===== src/rtl/riscv_pkg.sv =====
// Shared definitions for the pipelined RISC-V front end.
// Holds the default datapath width and reset vector, the instruction word
// width, the sequential PC step and the fetch FSM state encoding.
package riscv_pkg;

    localparam int unsigned    XLEN_DEF     = 32;
    localparam logic [31:0]    RESET_PC_DEF = 32'h0000_0000;
    localparam int unsigned    INSTR_W      = 32;
    localparam int unsigned    PC_STEP      = 4;

    typedef enum logic {
        IDLE = 1'b0,
        RUN  = 1'b1
    } fetch_state_e;

endpackage


===== src/rtl/riscv_fetch_fifo.sv =====
// Prefetch buffer: DEPTH x WIDTH synchronous FIFO with flush.
// Ports: clk, reset (async, active-low), flush (clears contents, wins over
// push/pop), push/wdata (write tail), pop (drop head), rdata (head entry),
// count (occupancy), full, empty.
module riscv_fetch_fifo #(
    parameter int unsigned DEPTH = 4,
    parameter int unsigned WIDTH = 64
) (
    input  logic                       clk,
    input  logic                       reset,
    input  logic                       flush,
    input  logic                       push,
    input  logic                       pop,
    input  logic [WIDTH-1:0]           wdata,
    output logic [WIDTH-1:0]           rdata,
    output logic [$clog2(DEPTH+1)-1:0] count,
    output logic                       full,
    output logic                       empty
);

    localparam int unsigned AW = $clog2(DEPTH);
    localparam int unsigned CW = $clog2(DEPTH+1);

    logic [WIDTH-1:0] mem [DEPTH];
    logic [AW-1:0]    wr_ptr;
    logic [AW-1:0]    rd_ptr;
    logic             do_push;
    logic             do_pop;

    assign full    = (count == CW'(DEPTH));
    assign empty   = (count == '0);
    assign do_push = push & ~full & ~flush;
    assign do_pop  = pop & ~empty & ~flush;
    assign rdata   = mem[rd_ptr];

    // Pointers wrap naturally because DEPTH is a power of two
    always_ff @(posedge clk or negedge reset) begin
        if (!reset) begin
            wr_ptr <= '0;
            rd_ptr <= '0;
            count  <= '0;
        end else if (flush) begin
            wr_ptr <= '0;
            rd_ptr <= '0;
            count  <= '0;
        end else begin
            if (do_push) wr_ptr <= wr_ptr + AW'(1);
            if (do_pop)  rd_ptr <= rd_ptr + AW'(1);
            case ({do_push, do_pop})
                2'b10:   count <= count + CW'(1);
                2'b01:   count <= count - CW'(1);
                default: count <= count;
            endcase
        end
    end

    // Storage is cleared on reset so the head reads as zero out of reset
    always_ff @(posedge clk or negedge reset) begin
        if (!reset) begin
            mem <= '{default: '0};
        end else if (do_push) begin
            mem[wr_ptr] <= wdata;
        end
    end

endmodule


===== src/rtl/riscv_fetch_unit.sv =====
// Instruction fetch front end: issues pipelined fetch requests, buffers
// in-order responses with their PCs and hands {pc, instr} to decode.
// Ports: clk, reset (async, active-low), fetch_en (allow new requests),
// imem_req_valid/ready/addr (request channel), imem_rsp_valid/data (response
// channel, in order, never stalled), redirect_valid/pc (taken branch/jump,
// flushes the front end), inst_valid/ready/pc/data (decode channel).
module riscv_fetch_unit
    import riscv_pkg::*;
#(
    parameter int unsigned     XLEN     = XLEN_DEF,
    parameter int unsigned     DEPTH    = 4,
    parameter logic [XLEN-1:0] RESET_PC = XLEN'(RESET_PC_DEF)
) (
    input  logic               clk,
    input  logic               reset,
    input  logic               fetch_en,
    output logic               imem_req_valid,
    input  logic               imem_req_ready,
    output logic [XLEN-1:0]    imem_req_addr,
    input  logic               imem_rsp_valid,
    input  logic [INSTR_W-1:0] imem_rsp_data,
    input  logic               redirect_valid,
    input  logic [XLEN-1:0]    redirect_pc,
    output logic               inst_valid,
    input  logic               inst_ready,
    output logic [XLEN-1:0]    inst_pc,
    output logic [INSTR_W-1:0] inst_data
);

    localparam int unsigned CW = $clog2(DEPTH+1);
    localparam int unsigned SW = CW + 1;
    localparam int unsigned EW = XLEN + INSTR_W;

    fetch_state_e    state_q;
    fetch_state_e    state_d;
    logic [XLEN-1:0] fetch_pc_q;
    logic [XLEN-1:0] rsp_pc_q;
    logic [XLEN-1:0] redirect_base;
    logic [CW-1:0]   outstanding_q;
    logic [CW-1:0]   outstanding_d;
    logic [CW-1:0]   drop_q;
    logic [CW-1:0]   fifo_count;
    logic            fifo_full;
    logic            fifo_empty;
    logic            fifo_push;
    logic            fifo_pop;
    logic            req_fire;
    logic [EW-1:0]   fifo_rdata;
    logic            unused_redirect_lo;

    // FSM state register
    always_ff @(posedge clk or negedge reset) begin
        if (!reset) state_q <= IDLE;
        else        state_q <= state_d;
    end

    // FSM next state: RUN simply follows fetch_en
    always_comb begin
        state_d = state_q;
        case (state_q)
            IDLE: if (fetch_en)  state_d = RUN;
            RUN:  if (!fetch_en) state_d = IDLE;
        endcase
    end

    // Buffered plus in-flight never exceeds DEPTH, so responses always fit
    assign imem_req_valid = (state_q == RUN)
                          & ((SW'(fifo_count) + SW'(outstanding_q)) < SW'(DEPTH))
                          & ~redirect_valid;
    assign imem_req_addr  = fetch_pc_q;
    assign req_fire       = imem_req_valid & imem_req_ready;
    assign outstanding_d  = outstanding_q + CW'(req_fire) - CW'(imem_rsp_valid);

    assign redirect_base      = {redirect_pc[XLEN-1:2], 2'b00};
    assign unused_redirect_lo = ^redirect_pc[1:0];

    assign fifo_push  = imem_rsp_valid & (drop_q == '0) & ~redirect_valid;
    assign inst_valid = ~fifo_empty & ~redirect_valid;
    assign fifo_pop   = inst_valid & inst_ready;

    // PC tracking and stale-response accounting; redirect overrides all
    always_ff @(posedge clk or negedge reset) begin
        if (!reset) begin
            fetch_pc_q    <= RESET_PC;
            rsp_pc_q      <= RESET_PC;
            outstanding_q <= '0;
            drop_q        <= '0;
        end else begin
            outstanding_q <= outstanding_d;
            if (redirect_valid) begin
                fetch_pc_q <= redirect_base;
                rsp_pc_q   <= redirect_base;
                drop_q     <= outstanding_d;
            end else begin
                if (req_fire) fetch_pc_q <= fetch_pc_q + XLEN'(PC_STEP);
                if (imem_rsp_valid) begin
                    if (drop_q != '0) drop_q   <= drop_q - CW'(1);
                    else              rsp_pc_q <= rsp_pc_q + XLEN'(PC_STEP);
                end
            end
        end
    end

    riscv_fetch_fifo #(
        .DEPTH (DEPTH),
        .WIDTH (EW)
    ) u_fifo (
        .clk   (clk),
        .reset (reset),
        .flush (redirect_valid),
        .push  (fifo_push),
        .pop   (fifo_pop),
        .wdata ({rsp_pc_q, imem_rsp_data}),
        .rdata (fifo_rdata),
        .count (fifo_count),
        .full  (fifo_full),
        .empty (fifo_empty)
    );

    assign inst_pc   = fifo_rdata[EW-1:INSTR_W];
    assign inst_data = fifo_rdata[INSTR_W-1:0];

    // A response into a full buffer means the issue throttle was broken
    assert property (@(posedge clk) disable iff (!reset) !(imem_rsp_valid && fifo_full));

endmodule


===== config.mk =====
export PLATFORM = sky130hd
export DESIGN_NAME = riscv_fetch_unit
export DESIGN_NICKNAME = d
export VERILOG_FILES = /design/src/rtl/riscv_pkg.sv /design/src/rtl/riscv_fetch_fifo.sv /design/src/rtl/riscv_fetch_unit.sv
export SDC_FILE = /design/constraint.sdc
export NUM_CORES = 1
export LEC_CHECK = 0
export BUFFER_PORTS_ARGS = -buffer_cell sky130_fd_sc_hd__buf_4
export CAP_MARGIN = 15
export CORE_MARGIN = 3
export CORE_UTILIZATION = 47
export DETAILED_ROUTE_END_ITERATION = 10
export GPL_TIMING_DRIVEN = 0
export PLACE_DENSITY_LB_ADDON = 0.15
export SLEW_MARGIN = 30
export SYNTH_ARGS = -nofsm -noshare
export SYNTH_HDL_FRONTEND = slang
export SYNTH_SLANG_ARGS = --single-unit

===== constraint.sdc =====
create_clock -name clk -period 9.65 [get_ports clk]
set_input_delay 0.4825 -clock clk [delete_from_list [all_inputs] [get_ports clk]]
set_output_delay 0.4825 -clock clk [all_outputs]
set_load 0.05 [all_outputs]

==> reports/results.ini <==
[worst_setup_path]
cp.arrival_ps = 4140
setup.reg_to_reg.worst_slack_ps = 5940
setup.worst_path.start_class = register
slowest_stage = sky130_fd_sc_hd__or4b_4
critical_path_cell_count = 13
crit_type = reg -> reg
critical_path.n_buffers_inverters = 3
worst_setup_path_end_kind = register
r2r.worst_path.cells = 13
path_common_cell = sky130_fd_sc_hd__ha_1
regToRegStartpoint = outstanding_q[2]
startpoint = outstanding_q[2]
worst-path-max-fanout = 10
worst_path_dominant_cell_family = adder cells
reg2reg_to = drop_q[2]
worstPathCellList = ha_1 -> or4b_4 -> nor4b_4 -> inv_2 -> buf_2 -> ha_1 -> inv_1 -> ha_1 -> fa_1 -> xnor2_1 -> xnor2_1 -> nand2_1 -> o21ai_0
cp-endpoint = drop_q[2]
critical_path_required_ps = 10080
max_stage_delay_ps = 520

[drt]
drt_drc_violations_left = 0
wire_per_inst_um = 20.4
detail_route.wirelength_um = 34700
route.antenna.remaining_nets = 0
via_per_inst = 5.67
initialDrtViolationCount = 527
drt_pre_antenna_iters = 4
vias = 9637

[clock_network]
numCtsBuffers = 36
cts_root_buf = sky130_fd_sc_hd__clkbuf_16
cts_num_sinks = 322
tritoncts = built
clkTransAtPathRegs_ps = 60
cts-htree-levels = 2
post-cts-setup-buffer-count = 0
worst_skew_pair.late_latency_ps = 510
clockBufferDepth = 3
resized_cells_post_cts = 0

[status]
run_status = finished, final reports clean

[power_and_ir_drop]
internal_power_mw = 3.14
p_per_area_nw_per_um2 = 274
power.clock.fraction = 0.272
totalPowerFinal_mw = 4.93
seqPwrFrac = 0.361
irDropWorstVdd_mv = 0.140
comb_power_share = 0.367
netSwitchingFraction = 0.364
p_leak_nw = 8.24
net_switching_mw = 1.79

[die]
die_x_um = 185
boundaryPins = 169
die_area_um2 = 34100
initial_core_util = 0.484
placement_rows = 64
die_h_um = 185
core_area_um2 = 31000

[timing]
timing.final.setup_violations = 0
timing.slew.headroom = 0.404
final_min_period_over_clock_period = 0.384
maximum_clock_skew_at_final_layout_ps = 12.1
finalHoldViolations = 0
grt_setup_unrepaired = false
final_period_demand_of_the_worst_path_ps = 3710
holdWs_ps = 76.4
postLayoutSetupSlackWorst_ps = 5940
final.setup.tns_ps = 0
worstMarginPinSlew_ps = 887
fmax_mhz = 270
final_max_slew_viol_count = 0

[global_routing]
grt_overflow = 0
wire_length_of_the_first_global_routing_pass_um = 55300
grt.total_usage = 0.206
antenna_found_initial = 0
grt_start_max_net_pins = 87
vias_in_the_first_global_route = 9979

[min_path]
hold_class = in -> reg

[layout]
finish.net_count = 1362
instances_no_fill = 1699
filler_cell_count = 2526
drive_above_1_share = 0.460
antenna-diode-count = 0
layout.core_utilization = 0.580
finish.instance_area_um2 = 18000
areaGrowthSynthToFinish_pct = 19.9

[job]
max_cap_viol_count = 0

[synth]
post_synth_inst_count = 1070
yosys_register_bits = 322
synth_top_cell_area_share = 0.538
synthTopCellsByCount = sky130_fd_sc_hd__dfrtp_1 (322), sky130_fd_sc_hd__mux2_2 (256), sky130_fd_sc_hd__mux4_2 (62)
synth_cell_types = 57
yosysMostFrequentCell = sky130_fd_sc_hd__dfrtp_1
synth_sequential_area_ratio = 0.538
async_reset_ff_frac = 1.00
synth_warnings = 0
synth_area_leaders = sky130_fd_sc_hd__dfrtp_1 (54%), sky130_fd_sc_hd__mux2_2 (19%), sky130_fd_sc_hd__mux4_2 (9.3%)
synthDominantAreaCellType = sky130_fd_sc_hd__dfrtp_1
synth_enable_flop_cells = 0
syn_area_per_cell_um2 = 14.0
synth.cell_area_um2 = 15000
synth_flop_cell = sky130_fd_sc_hd__dfrtp_1

[placement]
place_worst_setup_slack_ps = 5990
post_dp_hpwl_um = 24100
globalplace.congestion = 0.867
numPortBuffers = 162
postPlaceCellArea_um2 = 16800
dpl.cell_count = 1634

[power groups by stage]
stage | Combinational (mW) | Clock, mW | Sequential [mW]
after floorplan | 1.29 | 0 | 1.80
after global placement | 1.81 | 0 | 1.79
after detailed placement | 1.83 | 0 | 1.80
after CTS | 1.83 | 1.38 | 1.78
after global routing | 1.92 | 1.43 | 1.81
final | 1.81 | 1.34 | 1.78
[sequential cells by signal, indices dropped and copies added, names as in the netlist]
name,count
drop_q,3
imem_req_addr,30
outstanding_q,3
rsp_pc_q,30
state_q,1
u_fifo.count,3
u_fifo.mem,248
u_fifo.rd_ptr,2
u_fifo.wr_ptr,2
[timing repair]
item                                   4_1_cts  5_1_grt
hold buffers                                 1        0
setup endpoints to repair                    0        0
endpoints found under the hold margin       63        0
[layer usage]
layer	part of all wire	GRT usage	up-vias
met4	0.019	0.0454	0
met1	0.46	0.301	4977
met2	0.47	0.328	260
met5	0	0	-
li1	-	-	4352
met3	0.052	0.0336	48
[layout by cell type (no fill, tap or decap), types with 13 or more instances in the layout]
cell	instances
sky130_fd_sc_hd__buf_2	14
sky130_fd_sc_hd__buf_4	190
sky130_fd_sc_hd__clkbuf_1	30
sky130_fd_sc_hd__clkbuf_16	37
sky130_fd_sc_hd__dfrtp_1	322
sky130_fd_sc_hd__inv_1	18
sky130_fd_sc_hd__mux2_2	256
sky130_fd_sc_hd__mux4_2	62
sky130_fd_sc_hd__nand2_1	50
sky130_fd_sc_hd__nand3_1	22
sky130_fd_sc_hd__nand4_1	26
sky130_fd_sc_hd__nor2_1	27
sky130_fd_sc_hd__nor3_1	13
sky130_fd_sc_hd__o21ai_0	37
sky130_fd_sc_hd__xnor2_1	27
[how the worst min path moves through the flow]
stage                    startpoint         endpoint  slack [ps]  cells after the start
floorplan                     reset        drop_q[0]         190                      0
global placement     u_fifo.mem[94]   u_fifo.mem[94]         480                      1
detailed placement  u_fifo.mem[205]  u_fifo.mem[205]         490                      1
CTS                        fetch_en          state_q          60                      1
global route               fetch_en          state_q          60                      1
finish                     fetch_en          state_q          80                      1
[layout make-up]
cell class	count	area [um2]	share of cell area
clock buffers	50	1030	0.0576
multi-input cells	658	6470	0.360
inverters	19	71.3	0.00397
plain buffers	74	405	0.0226
well taps	396	495	0.0276
repair buffers	166	1320	0.0732
flip-flops and latches	322	8060	0.448
clock inverters	14	130	0.00724
[cell families after synthesis]
group	Yosys count	share of synthesized area
buf+inv	93	0.0318
simple gates	188	0.0678
fa+ha+maj	14	0.0127
compound gates	90	0.0383
mux	323	0.289
xor+xnor	39	0.0228
other cells	1	0.000250
flops	322	0.538
Power figures use the tool's default switching activity.
